### config.mk
export PLATFORM = sky130hd
export DESIGN_NAME = cs_window_filter
export DESIGN_NICKNAME = d
export VERILOG_FILES = /design/src/rtl/cs_window_filter.sv
export SDC_FILE = /design/constraint.sdc
export NUM_CORES = 1
export LEC_CHECK = 0
export BUFFER_PORTS_ARGS = -buffer_cell sky130_fd_sc_hd__buf_2
export CAP_MARGIN = 20
export CORE_MARGIN = 2
export CORE_UTILIZATION = 25
export DETAILED_ROUTE_END_ITERATION = 10
export PLACE_DENSITY = 0.43
export SLEW_MARGIN = 20
export SYNTH_ARGS = -nofsm -noshare
export SYNTH_HDL_FRONTEND = slang
export SYNTH_SLANG_ARGS = --single-unit
export TNS_END_PERCENT = 100
### constraint.sdc
create_clock -name clk -period 31.3 [get_ports clk]
set_input_delay 0 -clock clk [delete_from_list [all_inputs] [get_ports clk]]
set_output_delay 0 -clock clk [all_outputs]
set_load 0.05 [all_outputs]
### src/rtl/cs_window_filter.sv
// rtl/cs_window_filter.sv - sliding-window approximate-average filter
// Stage 1 holds the window and running sum; stage 2 registers the selected result.
module cs_window_filter #(
  parameter  int DATA_W = 8,
  parameter  int DEPTH  = 9,
  parameter  int SHIFT  = 3,
  localparam int SUM_W  = DATA_W + $clog2(DEPTH + 1),
  localparam int Y_W    = DATA_W + $clog2(2 * DEPTH) - SHIFT
) (
  input  logic              clk,
  input  logic              reset,
  input  logic              in_valid,
  input  logic [DATA_W-1:0] x,
  input  logic              mode,
  input  logic              flush,
  output logic [Y_W-1:0]    y,
  output logic              y_valid,
  output logic              window_full
);

  localparam int CNT_W  = $clog2(DEPTH + 1);
  localparam int FULL_W = DATA_W + $clog2(2 * DEPTH);

  logic [DATA_W-1:0] w [DEPTH];
  logic [SUM_W-1:0]  sum;
  logic [CNT_W-1:0]  cnt;
  logic              acc_d;

  logic [SUM_W-1:0]  avg;
  logic [DATA_W-1:0] x_appr;
  logic [FULL_W-1:0] appr_full;
  logic [Y_W-1:0]    result;
  logic              cnt_full;

  assign cnt_full    = (cnt == CNT_W'(DEPTH));
  assign window_full = cnt_full;

  always_ff @(posedge clk) begin
    if (reset || flush) begin
      for (int i = 0; i < DEPTH; i++) w[i] <= '0;
      sum   <= '0;
      cnt   <= '0;
      acc_d <= 1'b0;
    end else if (in_valid) begin
      w[0] <= x;
      for (int i = 1; i < DEPTH; i++) w[i] <= w[i-1];
      // The window sum is bounded by DEPTH * max sample, so SUM_W never wraps.
      sum   <= sum - SUM_W'(w[DEPTH-1]) + SUM_W'(x);
      if (!cnt_full) cnt <= cnt + CNT_W'(1);
      acc_d <= 1'b1;
    end else begin
      acc_d <= 1'b0;
    end
  end

  always_comb begin
    avg    = sum / SUM_W'(DEPTH);
    x_appr = '0;
    for (int i = 0; i < DEPTH; i++) begin
      if ((SUM_W'(w[i]) <= avg) && (w[i] >= x_appr)) x_appr = w[i];
    end
    appr_full = FULL_W'(sum) + FULL_W'(DEPTH) * FULL_W'(x_appr);
    result    = mode ? Y_W'(avg) : Y_W'(appr_full >> SHIFT);
  end

  always_ff @(posedge clk) begin
    if (reset) begin
      y       <= '0;
      y_valid <= 1'b0;
    end else if (flush) begin
      y_valid <= 1'b0;
    end else begin
      y_valid <= acc_d && cnt_full;
      if (acc_d && cnt_full) y <= result;
    end
  end

endmodule

## After elaboration in Yosys (flattened, before gate mapping)

Memory sizes are Yosys's and may differ from the RTL's.
Index checks and enable logic that the tools add are counted.

| word-level totals | value |
|---|---|
| bits in writable memories | 72 |
| memories | 1 |
| output and inout port bits | 12 |
| flip-flop bits (word level) | 28 |

| operators by class | value |
|---|---|
| $lt $le $gt $ge | 18 |
| eq/ne operators | 1 |
| multiplexer cells | 24 |
| bitwise gates (word level) | 11 |
| multiply operators | 1 |
| add/subtract/negate cells | 4 |
| div/mod/pow operators | 1 |
| reductions and logical operators | 14 |

Memories:

| name | depth | bits a word | read ports | clocked after Yosys merged registers in | write ports | RTL line | source |
|---|---|---|---|---|---|---|---|
| w | 9 | 8 | 9 | 0 | 9 | 24 | `logic [DATA_W-1:0] w [DEPTH];` |

Operators with widths:

| cell | count |
|---|---|
| 8-bit two-way mux | 18 |
| 8-bit by 12-bit <= comparator with 1-bit output | 9 |
| 8-bit greater-or-equal comparator | 8 |
| 12-bit by 12-bit adder with 13-bit output | 1 |
| 12-bit by 8-bit adder with 12-bit output | 1 |
| 12-bit by 4-bit divider with 12-bit output (second input constant) | 1 |
| 4-bit by 8-bit multiplier with 12-bit output (first input constant) | 1 |
| 12-bit by 8-bit subtractor with 12-bit output | 1 |
| 1-bit logical AND | 10 |
| 10-bit two-way mux | 1 |
| 1-bit bitwise OR | 9 |
| 8-bit by 1-bit greater-or-equal comparator with 1-bit output (second input constant) | 1 |
| 1-bit two-way mux | 5 |
| 4-bit by 1-bit adder with 4-bit output (second input constant) | 1 |
| 4-bit == test (second input constant) | 1 |
| 2-bit AND reduction | 2 |
| 1-bit NOT | 2 |
| 2-bit OR reduction | 1 |
| 1-bit logical OR | 1 |

## Depth between registers and ports, before layout

| logic depth | value |
|---|---|
| word-level depth | 31 |
| mapped depth | 136 |
| mapped depth without buffers | 128 |

## Least setup slack after synthesis

No wires, ideal clock.

| timing | value |
|---|---|
| path type | reg2reg |
| start | register sum[9] |
| end | register y[8] |
| buffers on the path | 6 |
| slack | 5.174 ns |
| cell stages (with the launch flop) | 128 |
| clock period less this slack | 26.126 ns |
| library setup time | 0.114 ns |
| arrival | 26.012 ns |
| cell sequence | dfxtp_1 > buf_4 > inv_1 > ha_1 > a21oi_1 > mux2_4 > o211a_2 > maj3_2 > a221oi_4 > nand2_1 > xnor2_2 > or4_1 > buf_2 > a32o_2 > mux2i_4 > o211ai_1 > a311oi_4 > nor4_4 > [92 not listed] > nand2b_1 > a21oi_1 > a21oi_1 > or4_1 > a21oi_1 > a211oi_1 > and2_1 > ha_1 > ha_1 > ha_1 > nand3_1 > a2111oi_1 > o21ai_1 > o31ai_1 > a21oi_1 > o21ba_2 > xnor2_1 > a21o_1 |

| on the way | value |
|---|---|
| word-level cells in the longest chain between the ends | 31 |
| elaborated cells on any way between the ends | 39 |

Ends and longest elaborated chain:

| item | RTL line | source |
|---|---|---|
| start: declaration | 25 | `logic [SUM_W-1:0] sum;` |
| start signal: assignment | 48 | `sum <= sum - SUM_W'(w[DEPTH-1]) + SUM_W'(x);` |
| 12-bit by 4-bit divider with 12-bit output | 57 | `avg = sum / SUM_W'(DEPTH);` |
| 8-bit by 12-bit <= comparator with 1-bit output | 60 | `if ((SUM_W'(w[i]) <= avg) && (w[i] >= x_appr)) x_appr = w[i];` |
| 1-bit logical AND | 60 |  |
| 8-bit two-way mux | 60 |  |
| 8-bit greater-or-equal comparator | 60 |  |
| 1-bit logical AND | 60 |  |
| 8-bit two-way mux | 60 |  |
| 8-bit greater-or-equal comparator | 60 |  |
| [15 not listed] | n/a |  |
| 1-bit logical AND | 60 |  |
| 8-bit two-way mux | 60 |  |
| 8-bit greater-or-equal comparator | 60 |  |
| 1-bit logical AND | 60 |  |
| 8-bit two-way mux | 60 |  |
| 4-bit by 8-bit multiplier with 12-bit output | 62 | `appr_full = FULL_W'(sum) + FULL_W'(DEPTH) * FULL_W'(x_appr);` |
| 12-bit by 12-bit adder with 13-bit output | 62 |  |
| 10-bit two-way mux (*) | 63 | `result = mode ? Y_W'(avg) : Y_W'(appr_full >> SHIFT);` |
| end signal: assignment | 74 | `if (acc_d && cnt_full) y <= result;` |
| end: declaration | 16 | `output logic [Y_W-1:0] y,` |

Mark *: on every way between the ends. The rest lies on a longest branch, timed or not.
A chain may end at the register's enable or synchronous reset.

## Final worst setup path

Same ends and word-level chain as after synthesis.

==> impl_results.md <==
- Vias/cell: between 4 and 5
- I/O pins: 25
- Synth area leaders: edfxtp_1, ha_1, dfxtp_1
- Yosys top cell area share: 0.198
- Port buffer count: 24
- Core area: 43,200 um^2
- Crit end category: flop
- Worst path slowest cell: or4_1
- Reg2reg end: y[8]
- CTS tree: built
- Vias in the first global route: roughly 9,000
- Die Y: 213 um
- Min cycle time layout: approximately 29,000 ps
- Initial DRC count: roughly 640
- Gp weighted congestion: approximately 0.89
- Synth Flop Type: edfxtp_1
- All-Layer GR Usage: 0.152
- Max incr delay on CP: 760 ps
- Synth top cells by count: ha_1, inv_1, nor2_1, a21oi_1, edfxtp_1
- Crit Path Max Fanout: 17
- Finished Core Util: 0.282
- Min-delay src: x[1]
- Sequential area share after synthesis: 0.249
- Worst reg-to-reg path cell count: 126
- Worst skew pair latency: about 370 ps
- Die area: approximately 45,000 um^2
- Final Slew Violations: 0
- H-tree Lvls: 3
- Setup violators final: 0
- Post-Synthesis Cells: around 1,200
- WHS: between 50 and 60 ps
- Crit path kind: reg -> reg
- Pin count of the biggest net entering global routing: 73
- Ant diodes: 0
- Vias post-DR: between 9,000 and 10,000
- Final period util: 0.921
- Setup TNS: 0 ps
- CP delay by family, top: compound AO/OA/AOI/OAI gates
- Post-synth EDFFs: just over 70
- Min-Delay Path Class: in -> reg
- Clock buffer depth: 2
- First-pass GRT wire length: roughly 53 mm
- RSZ-0062 raised after global routing: false
- Fin nets: around 1,500
- Measured slew at the worst slew-check pin: roughly 860 ps
- Post-route ant nets: 0
- Most frequent cell after synthesis: ha_1
- Critical Path AT: a little under 30,000 ps
- Synth cell types: between 90 and 100
- Worst Hold Path EP: w[0][1]
- Rows: 76
- Starting Density: 0.253
- CP Launch Type: flop
- Fillcell total: 4,676
- Skew final: ~17 ps
- CP Buf/Inv Count: 9
- Post-synth top area cell: edfxtp_1
- Die Wd: around 210 um
- Max-Cap Viols: 0
- Drt wl/cell: between 15 and 20 um
- Num Clock Sinks: 100
- Routed WL: between 30 and 40 mm
- Required @ worst endpoint: about 32,000 ps
- Grt total ovfl: 0
- Total area of sequential cells: approximately 2700 um^2
- Total CTS buffers: 9
- Final hold vios: 0
- CTS Root Cell: clkbuf_16
- Post-DP HPWL: about 26 mm
- Antenna violations before repair: 1
- Reg2reg start: sum[9]
- Slew Limit Headroom: 0.426
- Drt first pass iters: 5
- FFs w/ async S/R, synth: 0
- Layout area overhead: 11.3%
- Yosys Warn Count: 0
- FMAX: 0.0347 GHz
- Register bit count reported by yosys: 100
- Clk slew on worst S/H paths: 80 ps
- Area of the multi-input gates: approximately 7700 um^2
- Outcome: finished, final reports clean
- DRC: 0
- Avg Cell Area, Syn: 8.79 um^2
- Post-Syn Nets: 1,436
- Mapped Area: about 11,000 um^2
- Top cell by count, worst path: a21oi_1
- Layout cells sized above 1: 0.0943
- Hold Path Stages: 3
- R2r setup slk: around 2500 ps
## area by class of cell
class                      instances  area share
multi-input combinational        999       0.632
clock inverter                     3     0.00390
sequential                       100       0.224
inverter                         116      0.0361
tap                              585      0.0601
timing repair buffer              41      0.0234
clock buffer                      13      0.0205
## worst max path at each step
stage / from / to / slack (ps) / depth (start not counted)
after global placement: sum[9] / y[8] / 1310 / 122
after global routing: sum[9] / y[8] / 20 / 127
after floorplan: sum[9] / y[8] / 5170 / 127
after detailed placement: sum[9] / y[8] / 600 / 122
final: sum[9] / y[8] / 2470 / 126
after CTS: sum[9] / y[8] / 520 / 122
## state kept, by name, summed over array words and instances (netlist names)
| register | count |
|---|---|
| sum | 12 |
| w | 72 |
| y_valid | 1 |
| acc_d | 1 |
| y | 10 |
| cnt | 4 |
## placed cells by master, fill, tap and decap left out, types with 9 or more instances in the layout
cell,synthesis,final
nor2b_1,16,16
a21oi_1,87,85
ha_1,165,165
nor3_1,39,39
fa_1,13,13
nand2b_1,18,18
nand2_1,65,65
o21ai_0,61,60
xnor2_1,18,18
clkbuf_16,0,9
a211oi_1,12,12
xor2_1,12,12
edfxtp_1,72,72
inv_1,115,114
nor2_1,90,89
o21a_1,17,17
nand3_1,31,31
and2_1,59,59
buf_4,3,13
dfxtp_1,28,27
mux2i_1,33,33
and3_1,15,15
buf_2,6,24
o211ai_1,13,13
mux2_2,20,20
a21o_1,35,35
o31ai_1,10,10
nand4_1,12,12
## routing by layer
layer  vias to the layer above  global-route usage  wire, um
li1                       4654                   -         -
met1                      4454               0.207     16800
met2                       150               0.255     15900
met3                        25              0.0153       872
met4                         0              0.0426       580
met5                         -                   0         0
## kinds of logic (layout without fill, tap and decap cells)
| logic type | Yosys count | after routing | share of synthesized area |
|---|---|---|---|
| AO/OA/AOI/OAI | 336 | 336 | 0.211 |
| flip-flops | 100 | 100 | 0.249 |
| AND/OR/NAND/NOR | 394 | 394 | 0.190 |
| buffers and inverters | 146 | 173 | 0.0521 |
| XOR/XNOR | 33 | 33 | 0.0285 |
| adder cells (fa/ha/maj) | 181 | 181 | 0.215 |
| multiplexers | 55 | 55 | 0.0542 |
## through the flow
stage	setup WS, ps	instance area [um^2]	cells
after CTS	523	12100	1854
final	2470	12200	1857
after global placement	1310	11800	1835
after global routing	21.9	12200	1857
after floorplan	5170	10900	1245
after detailed placement	602	11800	1836
## timing repair
item,CTS,global route
buffers inserted,0,2
resized for setup,0,7
hold buffers,2,0
setup endpoints to repair,0,10
hold endpoints to repair,10,0
## tightest hold or removal path: cells and delay by family
family	cells	cell delay, ps
simple gates	1	60
buf+inv	2	190
Power is left out: the tool's default activity adds up to more than one toggle a clock period on the data nets, which glitch-free logic cannot reach.
